### src/rtl/memx_pkg.sv
// -----------------------------------------------------------------------------
// memx_pkg
// Shared definitions for the 1MB memory expansion card:
//   - state_t      : SRAM access sequencer states
//   - CNT_W        : width of the sequencer's per-state cycle counter
//   - DEF_*_CYC    : default access timing, in card-clock cycles. The bank
//                    controller bench uses the same values.
//   - cnt_load()   : counter preload for a state lasting N cycles
// -----------------------------------------------------------------------------
package memx_pkg;

    localparam int CNT_W = 3;

    localparam int DEF_SETUP_CYC = 1;
    localparam int DEF_WAIT_CYC  = 2;
    localparam int DEF_HOLD_CYC  = 1;
    localparam int DEF_RECOV_CYC = 1;

    typedef enum logic [2:0] {
        IDLE   = 3'd0,
        SETUP  = 3'd1,
        ACTIVE = 3'd2,
        HOLD   = 3'd3,
        DONE   = 3'd4,
        RECOV  = 3'd5
    } state_t;

    // The counter holds the number of cycles still to go after the current
    // one, so a state lasting N cycles is entered with N-1. States with N=0
    // are bypassed by the caller and never load this value.
    function automatic logic [CNT_W-1:0] cnt_load(input int cycles);
        return (cycles > 0) ? CNT_W'(cycles - 1) : '0;
    endfunction

endpackage

### src/rtl/memx_sync.sv
// -----------------------------------------------------------------------------
// memx_sync
// Parameterised-width two-flop synchroniser for asynchronous bus strobes.
// Both stages reset to RST_VAL so active-low strobes come up deasserted.
//
// Ports:
//   clk   in   card clock
//   nrst  in   asynchronous active-low reset
//   i_d   in   [W-1:0] asynchronous inputs
//   o_q   out  [W-1:0] synchronised outputs (2 clk latency)
// -----------------------------------------------------------------------------
module memx_sync #(
    parameter int           W       = 1,
    parameter logic [W-1:0] RST_VAL = '0
) (
    input  logic         clk,
    input  logic         nrst,
    input  logic [W-1:0] i_d,
    output logic [W-1:0] o_q
);

    logic [W-1:0] r_meta;
    logic [W-1:0] r_sync;

    always_ff @(posedge clk or negedge nrst) begin
        if (!nrst) begin
            r_meta <= RST_VAL;
            r_sync <= RST_VAL;
        end else begin
            r_meta <= i_d;
            r_sync <= r_meta;
        end
    end

    assign o_q = r_sync;

endmodule

### src/rtl/sram_access_sequencer.sv
// -----------------------------------------------------------------------------
// sram_access_sequencer
// Turns the bank controller's gated request/strobe/chip-select signals into
// correctly ordered SRAM strobes, data transceiver controls and a CPU wait.
// Setup, strobe width, write hold and recovery are counted in card clocks.
//
// Parameters (0..7 each):
//   SETUP_CYC  cycles of chip select before noe/nwe
//   WAIT_CYC   strobe width is WAIT_CYC+1 cycles
//   HOLD_CYC   write: cycles of chip select after nwe rises
//   RECOV_CYC  idle cycles before the next access may start
//
// Ports:
//   clk                   in   card clock (>= 4x CPU clock)
//   nrst                  in   asynchronous active-low reset
//   nmemrq                in   gated memory request, active-low, async
//   nmemrd, nmemwr        in   gated read/write strobes, active-low, async
//   nce1_in, nce2_in      in   bank chip selects, active-low
//   sram_nce1, sram_nce2  out  SRAM chip enables, active-low
//   sram_noe, sram_nwe    out  SRAM output/write enables, active-low
//   buf_noe               out  data transceiver enable, active-low
//   buf_dir               out  1 = card drives CPU bus (read)
//   nrdy                  out  CPU wait, 0 = stretch cycle
//   busy                  out  1 while not IDLE
//   cycle_err             out  one-clock pulse on aborted/illegal cycle
// -----------------------------------------------------------------------------
module sram_access_sequencer
    import memx_pkg::*;
#(
    parameter int SETUP_CYC = DEF_SETUP_CYC,
    parameter int WAIT_CYC  = DEF_WAIT_CYC,
    parameter int HOLD_CYC  = DEF_HOLD_CYC,
    parameter int RECOV_CYC = DEF_RECOV_CYC
) (
    input  logic clk,
    input  logic nrst,
    input  logic nmemrq,
    input  logic nmemrd,
    input  logic nmemwr,
    input  logic nce1_in,
    input  logic nce2_in,
    output logic sram_nce1,
    output logic sram_nce2,
    output logic sram_noe,
    output logic sram_nwe,
    output logic buf_noe,
    output logic buf_dir,
    output logic nrdy,
    output logic busy,
    output logic cycle_err
);

    // ---------------------------------------------------------------- sync
    logic [2:0] w_sync;
    logic       w_rq;
    logic       w_rd;
    logic       w_wr;

    memx_sync #(
        .W       (3),
        .RST_VAL (3'b111)
    ) u_sync (
        .clk  (clk),
        .nrst (nrst),
        .i_d  ({nmemrq, nmemrd, nmemwr}),
        .o_q  (w_sync)
    );

    // Active-high views of the synchronised strobes.
    assign w_rq = ~w_sync[2];
    assign w_rd = ~w_sync[1];
    assign w_wr = ~w_sync[0];

    // ---------------------------------------------------------------- state
    state_t           r_state;
    logic [CNT_W-1:0] r_cnt;
    logic             r_is_read;
    logic             r_use_ce2;
    logic             r_live;      // access actually drives SRAM strobes

    state_t           w_state_next;
    logic [CNT_W-1:0] w_cnt_next;
    logic             w_is_read_next;
    logic             w_use_ce2_next;
    logic             w_live_next;
    logic             w_leave;     // request released: head for recovery
    logic             w_err_next;

    always_comb begin
        w_state_next   = r_state;
        w_cnt_next     = r_cnt;
        w_is_read_next = r_is_read;
        w_use_ce2_next = r_use_ce2;
        w_live_next    = r_live;
        w_leave        = 1'b0;
        w_err_next     = 1'b0;

        case (r_state)
            IDLE: begin
                if (w_rq) begin
                    if (w_rd && w_wr) begin
                        w_err_next   = 1'b1;
                        w_live_next  = 1'b0;
                        w_state_next = DONE;
                        w_cnt_next   = '0;
                    end else if (w_rd || w_wr) begin
                        w_is_read_next = w_rd;
                        if (!nce1_in || !nce2_in) begin
                            // nce1 has priority when both banks select.
                            w_use_ce2_next = nce1_in;
                            w_live_next    = 1'b1;
                            if (SETUP_CYC == 0) begin
                                w_state_next = ACTIVE;
                                w_cnt_next   = CNT_W'(WAIT_CYC);
                            end else begin
                                w_state_next = SETUP;
                                w_cnt_next   = cnt_load(SETUP_CYC);
                            end
                        end else begin
                            // Bank disabled: acknowledge without strobes.
                            w_live_next  = 1'b0;
                            w_state_next = DONE;
                            w_cnt_next   = '0;
                        end
                    end
                end
            end
            SETUP: begin
                if (!w_rq) begin
                    w_leave = 1'b1;
                end else if (r_cnt == '0) begin
                    w_state_next = ACTIVE;
                    w_cnt_next   = CNT_W'(WAIT_CYC);
                end else begin
                    w_cnt_next = r_cnt - CNT_W'(1);
                end
            end
            ACTIVE: begin
                if (!w_rq) begin
                    w_leave = 1'b1;
                end else if (r_cnt == '0) begin
                    if (r_is_read || HOLD_CYC == 0) begin
                        w_state_next = DONE;
                        w_cnt_next   = '0;
                    end else begin
                        w_state_next = HOLD;
                        w_cnt_next   = cnt_load(HOLD_CYC);
                    end
                end else begin
                    w_cnt_next = r_cnt - CNT_W'(1);
                end
            end
            HOLD: begin
                if (!w_rq) begin
                    w_leave = 1'b1;
                end else if (r_cnt == '0) begin
                    w_state_next = DONE;
                    w_cnt_next   = '0;
                end else begin
                    w_cnt_next = r_cnt - CNT_W'(1);
                end
            end
            DONE: begin
                if (!w_rq) begin
                    w_leave = 1'b1;
                end
            end
            RECOV: begin
                if (r_cnt == '0) begin
                    w_state_next = IDLE;
                end else begin
                    w_cnt_next = r_cnt - CNT_W'(1);
                end
            end
            default: begin
                w_state_next = IDLE;
                w_cnt_next   = '0;
            end
        endcase

        // Leaving DONE is the normal end of a cycle; leaving any earlier
        // state means the CPU dropped the request mid-access.
        if (w_leave) begin
            w_err_next = (r_state != DONE);
            if (RECOV_CYC == 0) begin
                w_state_next = IDLE;
                w_cnt_next   = '0;
            end else begin
                w_state_next = RECOV;
                w_cnt_next   = cnt_load(RECOV_CYC);
            end
        end
    end

    // ------------------------------------------------------ output decode
    // Outputs are decoded from the next state so each one is a plain flop.
    logic w_ce_low;
    logic w_buf_low;
    logic w_dir_next;
    logic w_noe_low;
    logic w_nwe_low;
    logic w_nrdy_low;

    always_comb begin
        w_ce_low   = 1'b0;
        w_buf_low  = 1'b0;
        w_dir_next = 1'b0;
        w_noe_low  = 1'b0;
        w_nwe_low  = 1'b0;
        w_nrdy_low = 1'b0;

        case (w_state_next)
            SETUP: begin
                w_ce_low   = 1'b1;
                w_buf_low  = 1'b1;
                w_dir_next = w_is_read_next;
                w_nrdy_low = 1'b1;
            end
            ACTIVE: begin
                w_ce_low   = 1'b1;
                w_buf_low  = 1'b1;
                w_dir_next = w_is_read_next;
                w_noe_low  = w_is_read_next;
                w_nwe_low  = ~w_is_read_next;
                w_nrdy_low = 1'b1;
            end
            HOLD: begin
                w_ce_low  = 1'b1;
                w_buf_low = 1'b1;
            end
            DONE: begin
                // Read data must stay on the bus until the CPU releases it.
                if (w_live_next && w_is_read_next) begin
                    w_ce_low   = 1'b1;
                    w_buf_low  = 1'b1;
                    w_dir_next = 1'b1;
                    w_noe_low  = 1'b1;
                end
            end
            default: begin
            end
        endcase
    end

    // ------------------------------------------------------------ registers
    logic r_nce1;
    logic r_nce2;
    logic r_noe;
    logic r_nwe;
    logic r_buf_noe;
    logic r_buf_dir;
    logic r_nrdy;
    logic r_busy;
    logic r_err;

    always_ff @(posedge clk or negedge nrst) begin
        if (!nrst) begin
            r_state   <= IDLE;
            r_cnt     <= '0;
            r_is_read <= 1'b0;
            r_use_ce2 <= 1'b0;
            r_live    <= 1'b0;
            r_nce1    <= 1'b1;
            r_nce2    <= 1'b1;
            r_noe     <= 1'b1;
            r_nwe     <= 1'b1;
            r_buf_noe <= 1'b1;
            r_buf_dir <= 1'b0;
            r_nrdy    <= 1'b1;
            r_busy    <= 1'b0;
            r_err     <= 1'b0;
        end else begin
            r_state   <= w_state_next;
            r_cnt     <= w_cnt_next;
            r_is_read <= w_is_read_next;
            r_use_ce2 <= w_use_ce2_next;
            r_live    <= w_live_next;
            r_nce1    <= ~(w_ce_low & ~w_use_ce2_next);
            r_nce2    <= ~(w_ce_low & w_use_ce2_next);
            r_noe     <= ~w_noe_low;
            r_nwe     <= ~w_nwe_low;
            r_buf_noe <= ~w_buf_low;
            r_buf_dir <= w_dir_next;
            r_nrdy    <= ~w_nrdy_low;
            r_busy    <= (w_state_next != IDLE);
            r_err     <= w_err_next;
        end
    end

    assign sram_nce1 = r_nce1;
    assign sram_nce2 = r_nce2;
    assign sram_noe  = r_noe;
    assign sram_nwe  = r_nwe;
    assign buf_noe   = r_buf_noe;
    assign buf_dir   = r_buf_dir;
    assign nrdy      = r_nrdy;
    assign busy      = r_busy;
    assign cycle_err = r_err;

endmodule

### config.mk
export PLATFORM = sky130hd
export DESIGN_NAME = sram_access_sequencer
export DESIGN_NICKNAME = d
export VERILOG_FILES = /design/src/rtl/memx_pkg.sv /design/src/rtl/memx_sync.sv /design/src/rtl/sram_access_sequencer.sv
export SDC_FILE = /design/constraint.sdc
export NUM_CORES = 1
export LEC_CHECK = 0
export ABC_AREA = 1
export CAP_MARGIN = 20
export CORE_UTILIZATION = 33
export DETAILED_ROUTE_END_ITERATION = 16
export PLACE_DENSITY_LB_ADDON = 0.05
export SLEW_MARGIN = 20
export SYNTH_ARGS = -nofsm -noshare
export SYNTH_HDL_FRONTEND = slang
export SYNTH_SLANG_ARGS = --single-unit
### constraint.sdc
create_clock -name clk -period 2.7 [get_ports clk]
set_input_delay 0.54 -clock clk [delete_from_list [all_inputs] [get_ports clk]]
set_output_delay 0.54 -clock clk [all_outputs]
set_load 0.01 [all_outputs]
Word-level counts from Yosys, hierarchy flattened. Cells that the tools add are included.

Flip-flop bits (word level): 24. Input bits: 7. Output and inout port bits: 9. Logic and storage cells: 109.

Add/sub/neg operators: 1. Equal/unequal tests: 16. Multiplexer cells: 50. Bitwise logic cells: 12. Reduce and logical (&&, ||, !) cells: 14.

Operator list (number): 3-bit 2-to-1 mux (22); 1-bit 2-to-1 mux (23); 3-bit one-hot mux with 6 select lines (1); 3-bit inequality test, second input constant (5); 3-bit one-hot mux with 5 select lines (1); 3-bit by 2-bit == test with 1-bit output, second input constant (4); 1-bit inverter (10); 3-bit == test, second input constant (3); 3-bit by 1-bit == test with 1-bit output, second input constant (2); 3-bit logical NOT (2); 1-bit one-hot mux with 2 select lines (3); 6-bit AND reduction (1); 4-bit inequality test, second input constant (1); 2-bit OR reduction (2); 4-bit OR reduction (1); 3-bit nonzero test (1); 3-bit OR reduction (1); 3-bit by 1-bit subtractor with 3-bit output, second input constant (1); 1-bit AND (2); 1-bit logical AND (2); 1-bit logical NOT (2); 1-bit logical OR (2); 2-bit inequality test, second input constant (1).

Longest topological paths before layout.
Depth in word-level cells: 13. Depth in mapped cells: 12. Mapped depth without buffers: 12.

Modules after synthesis. A second synthesis with hierarchy kept.

Cells, all modules: 153. Area total of the unflattened synthesis: 1300.0 um^2.

Modules (own cells, without submodules): sram_access_sequencer (times used 1, cells each 147, area each 1142.3 um^2, seq. area each 457.9 um^2); memx_sync (times used 1, cells each 6, area each 157.7 um^2, seq. area each 157.7 um^2).

Least setup slack after synthesis. No wires, ideal clock.

Path kind: reg2reg. From: register r_cnt[0]. To: register r_buf_dir, in the netlist buf_dir. Library setup time: 118 ps. Data arrival time: 1399 ps. Required time: 2582 ps. Setup slack: 1182 ps. Cell stages (with the launch flop): 12. Path buffers: 0. Period minus slack after synthesis: 1518 ps. Path through: dfrtp_1 > inv_1 > ha_1 > inv_1 > nor2_1 > nand3_1 > nand2_1 > nand2_1 > a21oi_2 > nand2_1 > nand4_1 > nand2_1.

Word-level cells in the longest chain between the ends: 8. Elaborated cells between the ends (all ways): 15. Those cells by class: eq/ne: 3; mux: 10; reduce/logical: 2.

RTL lines: start: declaration (line sram_access_sequencer.sv:76) `logic [CNT_W-1:0] r_cnt;`; start signal: assignment (line sram_access_sequencer.sv:274) `r_cnt <= w_cnt_next;`; 3-bit logical NOT (*); 3-bit 2-to-1 mux, on equally long branches (line sram_access_sequencer.sv:156, sram_access_sequencer.sv:131, sram_access_sequencer.sv:141); 3-bit 2-to-1 mux, on equally long branches (line sram_access_sequencer.sv:154, sram_access_sequencer.sv:129, sram_access_sequencer.sv:139); 3-bit one-hot mux with 6 select lines (*) (line sram_access_sequencer.sv:98) `case (r_state)`; 3-bit 2-to-1 mux (*) (line sram_access_sequencer.sv:183) `if (w_leave) begin`; named net w_state_next[1] (line sram_access_sequencer.sv:81) `state_t w_state_next;`; 3-bit by 2-bit == test with 1-bit output / 3-bit by 1-bit == test with 1-bit output (equally long branches) (line sram_access_sequencer.sv:212) `case (w_state_next)`; 2-bit OR reduction (no source line); 1-bit one-hot mux with 2 select lines (*) (line sram_access_sequencer.sv:212); named net w_dir_next (line sram_access_sequencer.sv:199) `logic w_dir_next;`; end signal: assignment (line sram_access_sequencer.sv:283) `r_buf_dir <= w_dir_next;`; end: declaration (line sram_access_sequencer.sv:251) `logic r_buf_dir;`.

Mark *: on every way through the listed nets, which the timed path passes. The rest lies on a longest branch. A chain may end at the register's enable or synchronous reset.

Final worst setup path.
From: register r_nce1, in the netlist sram_nce1. To: output port sram_nce1.

RTL lines: start: declaration (line sram_access_sequencer.sv:246) `logic r_nce1;`; start signal: assignment (line sram_access_sequencer.sv:278) `r_nce1 <= ~(w_ce_low & ~w_use_ce2_next);`; end: declaration (line sram_access_sequencer.sv:42) `output logic sram_nce1,`.

No word-level cell between the ends.

==> reports/results.ini <==
[synth]
yosysTopAreaCell=dfstp_2
synth.top_cell.area_share_pct=26.2
syn_avg_cell_area_um2=8.71
ys_warn_count=0
netlist_area_um2=1200
ys_types=26
netlist_instances=138
synth-seq-cells=24
synth.yosys.seq_area_share_pct=51.2
syn_nets=147
yosys-top-cells-area=dfstp_2, dfrtp_1, nand2_1

[critical_path]
crit_required_ns=2.16
rrSetupSlack_ns=0.96
reg2reg_from=r_cnt[0]
crit_path_max_incr_delay_ns=0.53
worst_setup_path_start_kind=register
path_buf_inv=1
crit_family=flip-flops
setup.worst_path.end_class=output pin
cp-endpoint=sram_nce1
crit_cells=1
crit_type=reg -> out
reg2reg_depth=11
cp_max_fo=1
path_cells=clkdlybuf4s50_1
slowest_stage=dfstp_2
regToRegEndpoint=buf_dir
cp-startpoint=sram_nce1
cp.arrival_ns=1.37

[global_routing]
antenna_found_initial=0
grt_max_degree=25
first_global_vias=927
track_usage_pct=13.7
overflow=0
grt_pass1_wl_mm=4.09

[timing]
rsz0062_at_grt=false
period_needed_ns=1.91
setup_viol=0
maxSlewHeadroom_pct=78.5
fmax_mhz=525
tns_ns=0
period_share_pct=70.6
final-max-slew-violation-count=0
skew_ns=0.00887
worst_pin_slew_ns=0.322
finalHoldViolations=0

[min_path]
hold_path.class=reg -> reg

[die]
die_h_um=62.4
row_count=21
start_util_pct=35.2
core_area_um2=3420
ios=16
die_w_um=62.4
dieArea_um2=3890

[clock_tree]
cts_tree=done
cts_sinks=24
cts_root_buf=clkbuf_4
postCtsSetupBuffers=0
clk_latency_ns=0.31
clk_pin_slew_ns=0.13
cts_resized=0
htree_num_levels=1
cts_made_buffers=3
clk_path_buf_depth=2
ctsHoldBuffers=0

[drt]
drtAntennaViolNets=0
drt_first_pass_iters=4
vias=952
drtIter0Drc=19
wl_mm=2.26
wl_per_cell_um=11.1
drc=0
routed_via_density=4.69

[pwr]
power_leakage_uw=0.000688
vdd_drop_max_mv=0.358
p_per_area_nw_per_um2=994

[cells_and_area]
area_growth_syn_to_layout_pct=19.8
nFillCells=367
multi_input_area_um2=497
regArea_um2=616
final_nets=168
final_core_util_pct=42.2
drive_gt1_share_pct=21.0
diodes=0

[outcome]
status=completed

[place]
gp_congestion=0.813
port_buffers=15
dp_hpwl_mm=1.71

[flow_run]
cap_violations=0

[logic make-up (layout without fill, tap and decap cells)]
logic type	after synthesis	in the layout	share of synthesized area (%)
buffers and inverters	24	43	7.49
and+or+nand+nor	72	72	30.3
DFF	24	24	51.2
AOI/OAI and AO/OA	16	16	8.95
adders and majority gates	2	2	2.08
[sequential cells by signal, summed over array words and instances, names as in the netlist]
register	count
r_state	3
u_sync.o_q	3
sram_nwe	1
u_sync.r_meta	3
r_live	1
nrdy	1
sram_nce1	1
busy	1
r_use_ce2	1
sram_noe	1
buf_dir	1
sram_nce2	1
r_is_read	1
r_cnt	3
cycle_err	1
buf_noe	1
[layer usage]
| metal | routed length, µm | GRT usage (%) |
|---|---|---|
| met1 | 1080 | 17.5 |
| met2 | 1050 | 22.1 |
| met3 | 78 | 3.13 |
| met4 | 48 | 6.10 |
| met5 | 0 | 0 |
[cell usage in the layout (no fill, tap or decap), drive strengths merged]
| cell type | count |
|---|---|
| a21oi | 6 |
| a32oi | 1 |
| buf | 1 |
| clkbuf | 3 |
| clkdlybuf4s50 | 15 |
| dfrtp | 12 |
| dfstp | 12 |
| ha | 2 |
| inv | 24 |
| nand2 | 32 |
| nand3 | 15 |
| nand3b | 1 |
| nand4 | 4 |
| nor2 | 17 |
| nor3 | 2 |
| o21ai | 6 |
| o22ai | 1 |
| o31ai | 2 |
| or2 | 1 |
[synthesized netlist by cell type, drive strengths merged]
cell type,n
a21oi,6
a32oi,1
dfrtp,12
dfstp,12
ha,2
inv,24
nand2,32
nand3,15
nand3b,1
nand4,4
nor2,17
nor3,2
o21ai,6
o22ai,1
o31ai,2
or2,1
[cell type report]
cell class / instances / share of cell area, %
flip-flops and latches: 24 / 42.7
repair buffers: 16 / 10.9
clock buffers: 3 / 1.56
inverters: 24 / 6.26
well taps: 46 / 4.00
multi-input cells: 90 / 34.5
[worst min-delay path by stage]
stage                           startpoint       endpoint  cells after the start
after floorplan                       nrst        buf_dir                      0
after global placement    u_sync.r_meta[2]  u_sync.o_q[2]                      0
after detailed placement  u_sync.r_meta[0]  u_sync.o_q[0]                      0
after CTS                 u_sync.r_meta[0]  u_sync.o_q[0]                      0
after global routing      u_sync.r_meta[0]  u_sync.o_q[0]                      0
final                     u_sync.r_meta[0]  u_sync.o_q[0]                      0
[through the flow]
stage / cells / cell area (µm²) / worst slack [ns] / hold slack (ns) / power (µW)
6_report: 203 / 1440 / 0.794 / 0.367 / 1430
4_1_cts: 203 / 1440 / 0.774 / 0.368 / 1450
3_3_place_gp: 200 / 1420 / 0.803 / 0.346 / 1290
3_5_place_dp: 200 / 1420 / 0.802 / 0.349 / 1290
2_1_floorplan: 138 / 1200 / 1.18 / 0.244 / 1080
5_1_grt: 203 / 1440 / 0.725 / 0.370 / 1590
[power breakdown]
part	switching [µW]	internal (µW)	leakage [µW]	total [µW]
registers	62.2	484	0.000273	547
clock network	101	52.1	0.0000138	153
logic	457	274	0.000401	731
(Power assumes the default switching activity.)
